$ cat src/rtl/uart_reg_driver.sv
// uart_reg_driver: configures a UART core over a simple register bus, then
// moves TX bytes in bursts into the core FIFO and pulls RX bytes out of it.
// Optional feature macro: UART_DRV_TIMEOUT_EN adds a TX_WAIT watchdog that
// flags err_o, clears the TX FIFO and returns to READY.
module uart_reg_driver #(
   parameter int unsigned TX_BURST_MAX   = 7,
   parameter int unsigned TIMEOUT_CYCLES = 1048575
) (
   input  logic        clk_i,
   input  logic        rst_i,
   input  logic        start_i,
   input  logic [15:0] cfg_baud_i,
   input  logic [7:0]  tx_data_i,
   input  logic        tx_valid_i,
   output logic        tx_ready_o,
   output logic [7:0]  rx_data_o,
   output logic        rx_valid_o,
   input  logic        rx_ready_i,
   output logic [11:0] reg_addr_o,
   output logic [31:0] reg_wdata_o,
   output logic        reg_we_o,
   output logic        reg_re_o,
   input  logic [31:0] reg_rdata_i,
   input  logic        intr_tx_i,
   input  logic        intr_rx_i,
   input  logic        intr_rx_empty_i,
   output logic        busy_o,
   output logic        err_o
);

   typedef enum logic [3:0] {
      IDLE     = 4'd0,
      CFG_BAUD = 4'd1,
      CFG_RXEN = 4'd2,
      READY    = 4'd3,
      TX_LOAD  = 4'd4,
      TX_LEVEL = 4'd5,
      TX_GO    = 4'd6,
      TX_WAIT  = 4'd7,
      RX_READ  = 4'd8,
      RX_HOLD  = 4'd9
   } state_e;

   localparam logic [11:0] ADDR_BAUD    = 12'h000;
   localparam logic [11:0] ADDR_TXDATA  = 12'h004;
   localparam logic [11:0] ADDR_RXDATA  = 12'h008;
   localparam logic [11:0] ADDR_RXEN    = 12'h00C;
   localparam logic [11:0] ADDR_TXCLR   = 12'h010;
   localparam logic [11:0] ADDR_TXLEVEL = 12'h018;
   localparam logic [11:0] ADDR_TXGO    = 12'h01C;
   localparam logic [2:0]  BURST_MAX    = 3'(TX_BURST_MAX);
   localparam logic [2:0]  BURST_LAST   = 3'(TX_BURST_MAX - 1);

   state_e      state_q, state_d;
   logic [2:0]  count_q, count_d;
   logic [7:0]  rx_data_q, rx_data_d;
   logic        tmo_hit;

`ifdef UART_DRV_TIMEOUT_EN
   localparam logic [19:0] TMO_LAST = 20'(TIMEOUT_CYCLES - 1);
   logic [19:0] tmo_q, tmo_d;
   logic        err_q;

   assign tmo_hit = (state_q == TX_WAIT) && !intr_tx_i && (tmo_q == TMO_LAST);

   // Watchdog counts consecutive TX_WAIT cycles and restarts elsewhere.
   always_comb begin
      tmo_d = '0;
      if (state_q == TX_WAIT && !intr_tx_i && !tmo_hit) tmo_d = tmo_q + 20'd1;
   end

   // Watchdog counter and sticky timeout flag.
   always_ff @(posedge clk_i or posedge rst_i) begin
      if (rst_i) begin
         tmo_q <= '0;
         err_q <= 1'b0;
      end else begin
         tmo_q <= tmo_d;
         err_q <= err_q | tmo_hit;
      end
   end

   assign err_o = err_q;
`else
   localparam int unsigned unused_timeout = TIMEOUT_CYCLES;
   assign tmo_hit = 1'b0;
   assign err_o   = 1'b0;
`endif

   assign rx_data_o = rx_data_q;

   // State, burst count and captured RX byte.
   always_ff @(posedge clk_i or posedge rst_i) begin
      if (rst_i) begin
         state_q   <= IDLE;
         count_q   <= '0;
         rx_data_q <= '0;
      end else begin
         state_q   <= state_d;
         count_q   <= count_d;
         rx_data_q <= rx_data_d;
      end
   end

   // Next-state logic; RX is served ahead of TX when both are pending.
   always_comb begin
      state_d   = state_q;
      count_d   = count_q;
      rx_data_d = rx_data_q;
      case (state_q)
         IDLE:     if (start_i) state_d = CFG_BAUD;
         CFG_BAUD: state_d = CFG_RXEN;
         CFG_RXEN: state_d = READY;
         READY: begin
            if (intr_rx_i && !intr_rx_empty_i) state_d = RX_READ;
            else if (tx_valid_i)               state_d = TX_LOAD;
         end
         TX_LOAD: begin
            if (tx_valid_i && count_q < BURST_MAX) begin
               count_d = count_q + 3'd1;
               if (count_q == BURST_LAST) state_d = TX_LEVEL;
            end else if (!tx_valid_i && count_q != 3'd0) begin
               state_d = TX_LEVEL;
            end
         end
         TX_LEVEL: state_d = TX_GO;
         TX_GO:    state_d = TX_WAIT;
         TX_WAIT: begin
            if (intr_tx_i || tmo_hit) begin
               state_d = READY;
               count_d = '0;
            end
         end
         RX_READ: begin
            rx_data_d = reg_rdata_i[7:0];
            state_d   = RX_HOLD;
         end
         RX_HOLD:  if (rx_ready_i) state_d = READY;
         default:  state_d = IDLE;
      endcase
   end

   // Bus and handshake outputs decoded from the current state.
   always_comb begin
      tx_ready_o  = 1'b0;
      rx_valid_o  = 1'b0;
      reg_addr_o  = '0;
      reg_wdata_o = '0;
      reg_we_o    = 1'b0;
      reg_re_o    = 1'b0;
      busy_o      = 1'b1;
      case (state_q)
         IDLE, READY: busy_o = 1'b0;
         CFG_BAUD: begin
            reg_we_o    = 1'b1;
            reg_addr_o  = ADDR_BAUD;
            reg_wdata_o = {16'h0, cfg_baud_i};
         end
         CFG_RXEN: begin
            reg_we_o    = 1'b1;
            reg_addr_o  = ADDR_RXEN;
            reg_wdata_o = 32'd1;
         end
         TX_LOAD: begin
            tx_ready_o = (count_q < BURST_MAX);
            if (tx_valid_i && count_q < BURST_MAX) begin
               reg_we_o    = 1'b1;
               reg_addr_o  = ADDR_TXDATA;
               reg_wdata_o = {24'h0, tx_data_i};
            end
         end
         TX_LEVEL: begin
            reg_we_o    = 1'b1;
            reg_addr_o  = ADDR_TXLEVEL;
            reg_wdata_o = {29'h0, count_q};
         end
         TX_GO: begin
            reg_we_o    = 1'b1;
            reg_addr_o  = ADDR_TXGO;
            reg_wdata_o = 32'd1;
         end
         TX_WAIT: begin
            if (tmo_hit) begin
               reg_we_o    = 1'b1;
               reg_addr_o  = ADDR_TXCLR;
               reg_wdata_o = 32'd1;
            end
         end
         RX_READ: begin
            reg_re_o   = 1'b1;
            reg_addr_o = ADDR_RXDATA;
         end
         RX_HOLD: rx_valid_o = 1'b1;
         default: busy_o = 1'b1;
      endcase
   end

endmodule

$ cat config.mk
export PLATFORM = sky130hd
export DESIGN_NAME = uart_reg_driver
export DESIGN_NICKNAME = d
export VERILOG_FILES = /design/src/rtl/uart_reg_driver.sv
export SDC_FILE = /design/constraint.sdc
export NUM_CORES = 1
export LEC_CHECK = 0
export CORE_AREA = 2 2 71 73
export CTS_BUF_LIST = sky130_fd_sc_hd__clkbuf_4
export DETAILED_ROUTE_END_ITERATION = 10
export DIE_AREA = 0 0 73 75
export PLACE_DENSITY_LB_ADDON = 0.25
export SETUP_SLACK_MARGIN = 0.2
export SLEW_MARGIN = 20
export SYNTH_ARGS = -nofsm -noshare
export SYNTH_HDL_FRONTEND = slang
export SYNTH_SLANG_ARGS = --single-unit
$ cat constraint.sdc
create_clock -name clk_i -period 1.8 [get_ports clk_i]
set_input_delay 0.54 -clock clk_i [delete_from_list [all_inputs] [get_ports clk_i]]
set_output_delay 0.54 -clock clk_i [all_outputs]
set_load 0.01 [all_outputs]
Word level (Yosys, flattened, before mapping)
Index checks and enable logic that the tools add are counted.

operators by class
  reduce and logical (&&, ||, !) cells = 13
  add/subtract/negate cells = 1
  magnitude comparators = 1
  eq/ne operators = 17
  muxes and demuxes = 22

operator list
  kind                   number
  $pmux W16 S4           1
  $pmux W4 S10           1
  $mux W4                8
  $pmux W5 S5            1
  $eq A4 B3 Y1 const B   4
  $mux W3                3
  $ne A3 B3 Y1 const B   3
  $eq A4 B2 Y1 const B   2
  $eq A4 B4 Y1 const B   2
  $mux W8                1
  $ne A2 B2 Y1 const B   4
  $pmux W3 S2            1
  $reduce_and A6 Y1      1
  $mux W1                5
  $eq A4 B1 Y1 const B   1
  $logic_not A4 Y1       1
  $reduce_or A2 Y1       2
  $reduce_or A4 Y1       1
  $add A3 B1 Y3 const B  1
  $eq A3 B3 Y1 const B   1
  $logic_and A1 B1 Y1    3
  $lt A3 B3 Y1 const B   1
  $reduce_and A3 Y1      1
  $reduce_bool A3 Y1     1
  other kinds (3)        4

word-level totals
  output and inout port bits = 58
  bits of input ports = 64
  register bits after elaboration = 15
  word-level logic and storage cells = 57

Depth between registers and ports, before layout
Gate-level depths: netlist (run 1).

  word-level depth = 5
  mapped depth = 7
  gate-level depth less buffers = 7

Worst setup path after synthesis (run 1)
No wires, ideal clock.

  path kind = register -> output
  start point = register state_q[2]
  end point = output port reg_wdata_o[1]
  required time = 1,260 ps
  arrival time = 1,316 ps
  stages on the path, launching flop included = 7
  path slack = -56 ps
  buffers on the path = 2
  path through = dfrtp_1 > buf_6 > nor2b_4 > and4_4 > buf_6 > a222oi_1 > inv_1

between the ends
  word-level cells in the longest chain between the ends = 3
  elaborated cells on any way between the ends = 7
  those cells by class = eq/ne (5); mux (1); reduce/logical (1)

ends and longest elaborated chain
  what                                          RTL line  RTL
  start: declaration                            54        state_e state_q, state_d;
  start signal: assignment                      99        state_q <= state_d;
  $eq A4 B3 Y1 or $eq A4 B2 Y1 (tied branches)  152       case (state_q)
  $reduce_or A2 Y1 (no source line)             -
  $pmux W16 S4 *                                152
  end: declaration                              20        output logic [31:0] reg_wdata_o,

Mark *: on every way between the ends. The rest lies on a longest branch, timed or not.

Worst setup path after layout (run 1)
  start point = register state_q[0]
  end point = output port reg_addr_o[3]

between the ends
  word-level cells in the longest chain between the ends = 2
  elaborated cells on any way between the ends = 6
  those cells by class = eq/ne (5); mux (1)

ends and longest elaborated chain
  what                                        RTL line  RTL
  $eq A4 B4 Y1, or another cell as far along  152
  $pmux W5 S5 *                               152
  end: declaration                            19        output logic [11:0] reg_addr_o,

Marked as above.

==> out/qor.csv, run 1 <==
stage,metric,value,unit
logic_synthesis,number of flops mapped to enable cells by yosys,0,
power,Seq pwr share,16.3,%
floorplanning,die height,75,um
outcome,status,"finished, violations left",
worst_setup_path,CP max FO,5,
power,power density cells,1380,mW/mm^2
sta,Slew Limit Fails,0,
layout,antenna cells,0,
sta,Tcrit/Tclk final,126,%
worst_setup_path,FF-to-FF setup slack,-200,ps
floorplanning,Die ar.,0.00548,sq mm
global_routing,largest net degree at the start of global routing,16,
clock_tree,CTS max path bufs,2,
job,max-cap viol count,0,
power,Psw,0.00145,W
global_routing,GR Util All Layers,14.8,%
sta,min cycle time layout,2270,ps
place,gpl congestion,0.830,
layout,Fillers,406,
worst_setup_path,critical path cell sequence,buf_6 -> buf_6 -> buf_6 -> buf_6 -> nor3_4 -> o21bai_1 -> buf_2,
routing,vias per cell,4.54,
routing,DRC viols,0,
logic_synthesis,post-synth top area cell,dfrtp_1,
layout,Final #Nets,352,
clock_tree,cts hold-fix bufs,0,
worst_setup_path,Worst EP arrival,1730,ps
routing,WL final,4430,um
routing,Pre-Repair DR Iteration Count,4,
hold_path,Worst Hold End,rx_data_o[7],
logic_synthesis,Post-Synthesis Cells,150,
worst_setup_path,crit path kind,reg2out,
floorplanning,site row count,25,
logic_synthesis,"top cells by area, synth","dfrtp_1, buf_4, mux2_2, and3_1, buf_6",
logic_synthesis,Yosys Warn Count,0,
power,P_leak,1.36,nW
hold_path,critical hold path startpoint,rx_data_o[7],
worst_setup_path,Crit-path slowest cell,dfrtp_2,
logic_synthesis,Main synth FF type,dfrtp_1,
logic_synthesis,"Avg Cell Area, Syn",8.85,sq um
place,Buffers on Ports,71,
layout,Reg area,379,sq um
sta,Clock Skews,10.9,ps
clock_tree,CTS buffer count,3,
power,clock power share,5.4,%
clock_tree,Root Buffer,clkbuf_4,
logic_synthesis,"top cells by count, synth","buf_4, dfrtp_1, nor2_1",
layout,layout cells sized above 1,49.3,%
outcome,failing checks,negative setup slack,
logic_synthesis,top-area cell type share of the netlist area,28.3,%
hold_path,hold path depth,1,
floorplanning,# IOs,122,
worst_setup_path,Worst EP required,1260,ps
routing,routed via count,1534,
floorplanning,Horiz. Die Dim,73,um
logic_synthesis,"Seq/Total Area, Yosys",28.3,%
floorplanning,Initial Utilization,28.5,%
global_routing,global-route wire length before repair,6400,um
sta,RSZ-0062 raised after global routing,yes,
power,Max VDD drop,0.560,mV
worst_setup_path,Reg2Reg Depth,10,
logic_synthesis,Netlist cell types,40,
routing,Routed Antenna Nets,0,
logic_synthesis,"FF+latch count, synth",15,
power,Int Pwr,0.00229,W
sta,PnR worst setup slack,-467,ps
sta,Finish-stage setup viols,35,
layout,multi-input logic area,935,sq um
sta,f_max,0.441,GHz
power,combinational fraction of design power,78.2,%
logic_synthesis,post-synthesis instance area,0.00133,sq mm
sta,Hold WS,516,ps
sta,setup tns final,-9620,ps
global_routing,GRT Residual Overflow,0,
clock_tree,CTS tree,done,
sta,final hold vios,0,
floorplanning,Core Region,0.00466,sq mm
clock_tree,worst skew pair latency,280,ps
worst_setup_path,r2r startpoint,state_q[0],
logic_synthesis,async set or reset register ratio after synthesis,100,%
worst_setup_path,Worst setup SP type,register,
routing,drt first-iter violations,47,
worst_setup_path,max incr delay on CP,490,ps
worst_setup_path,Worst Setup End Kind,primary output,
place,hpwl dp,2870,um
clock_tree,"CTS clk-pin slew, worst paths",90,ps
clock_tree,CTS sink cnt,15,
global_routing,vias in the first global route,1499,
power,Switching Fraction,38.7,%
hold_path,Hold Crit Class,reg2reg,
clock_tree,H-Tree Depth,1,
worst_setup_path,cell mode on critical path,buf_6,
place,Setup WS pre-CTS,-804,ps
logic_synthesis,"count leader, synth",buf_4,
worst_setup_path,worst reg2reg path endpoint,rx_data_o[6],
global_routing,initial antenna violation count,0,
layout,synthesis-to-finish area growth,104,%
routing,drt wl/cell,13.1,um
==> worst max-delay path: cells and delay by family, from the launching register on <==
family | cells | cell delay [ps]
AO/OA/AOI/OAI | 1 | 140
buffers and inverters | 5 | 610
AND/OR/NAND/NOR | 1 | 200
flip-flops | 1 | 490
==> through the flow <==
step	cells	power, W	instance area [sq um]	util (%)
floorplan	175	0.00174	1480	-
global placement	299	0.00277	2250	48.2
detailed placement	299	0.00278	2250	48.2
CTS	326	0.00333	2510	53.9
global route	338	0.00400	2710	58.0
finish	338	0.00374	2710	58.0
==> cell families (layout without fill, tap and decap cells) <==
group / after synthesis / in the layout / share of synthesized area, %
AND/OR/NAND/NOR: 49 / 50 / 22.5
buffers and inverters: 42 / 150 / 22.0
AO/OA/AOI/OAI: 30 / 30 / 15.8
flip-flops: 15 / 15 / 28.3
multiplexers: 9 / 9 / 7.63
adder cells (fa/ha/maj): 3 / 3 / 2.83
other: 1 / 26 / 0.282
XOR/XNOR: 1 / 1 / 0.660
==> cell usage in the layout, fill, tap and decap left out, types with 2 or more instances in the layout <==
cell / count
nor3_4: 3
buf_2: 13
dlygate4sd2_1: 10
nand2b_1: 3
inv_1: 8
o21ai_2: 4
clkbuf_4: 4
ha_1: 3
a21oi_2: 2
a21oi_1: 3
o211ai_1: 2
nor2b_4: 2
mux2_4: 9
a222oi_1: 2
dfrtp_1: 12
dfrtp_2: 3
nand2b_4: 2
conb_1: 26
nor2_4: 4
and3_4: 9
a22o_1: 5
buf_4: 42
nor2_1: 9
nand4_1: 2
clkdlybuf4s50_1: 37
nand2_1: 8
o21bai_1: 2
buf_6: 32
o21ai_1: 4
buf_12: 3
==> flip-flops by register name (all words and copies together), names as in the netlist <==
register   flops
state_q        4
count_q        3
rx_data_o      8
==> layout make-up <==
class                      instances  share of cell area (%)
inverter                           8                    1.11
multi-input combinational        119                    34.6
tap                               54                    2.50
sequential                        15                    14.0
timing repair buffer             138                    46.7
clock buffer                       4                    1.11
==> per-layer routing <==
layer  part of all wire, %  up-vias  GRT usage [%]  wire [um]
li1                      -      740              -          -
met1                    39      706           16.1       1730
met2                    50       82           27.1       2220
met3                   9.7        6           4.55        431
met4                   1.2        0           5.56         51
met5                     0        -              0          0
==> power groups by stage <==
stage | clock (W) | sequential (W) | combinational, W
detailed placement | 0 | 0.000578 | 0.00220
finish | 0.000203 | 0.000611 | 0.00293
CTS | 0.000216 | 0.000586 | 0.00253
global route | 0.000233 | 0.000630 | 0.00314
floorplan | 0 | 0.000605 | 0.00113
global placement | 0 | 0.000574 | 0.00219
==> worst max-delay path by stage <==
stage,start,to,slack (ps),cells after the start
4_1_cts,state_q[2],reg_wdata_o[2],-440,6
6_report,state_q[0],reg_addr_o[3],-470,7
3_3_place_gp,tx_valid_i,reg_wdata_o[2],-770,5
5_1_grt,state_q[2],reg_wdata_o[2],-540,6
2_1_floorplan,state_q[2],reg_wdata_o[1],-2,6
3_5_place_dp,tx_valid_i,reg_wdata_o[2],-800,5
==> timing repair <==
action,in CTS,in global routing
resized for setup,144,35
pin swaps,21,14
cloned,1,0
buffers inserted,22,12
setup endpoints to repair,39,36
No activity file was read; power rests on OpenSTA's default activity.
==> run 2, diff against run 1 <==
--- a/config.mk
+++ b/config.mk
@@ -11,7 +11,7 @@
 export DIE_AREA = 0 0 73 75
 export PLACE_DENSITY_LB_ADDON = 0.25
 export SETUP_SLACK_MARGIN = 0.2
-export SLEW_MARGIN = 20
+export SLEW_MARGIN = 5
 export SYNTH_ARGS = -nofsm -noshare
 export SYNTH_HDL_FRONTEND = slang
 export SYNTH_SLANG_ARGS = --single-unit
==> results of run 2 <==
The final DEF is identical to that of run 1; final timing and power are the same.
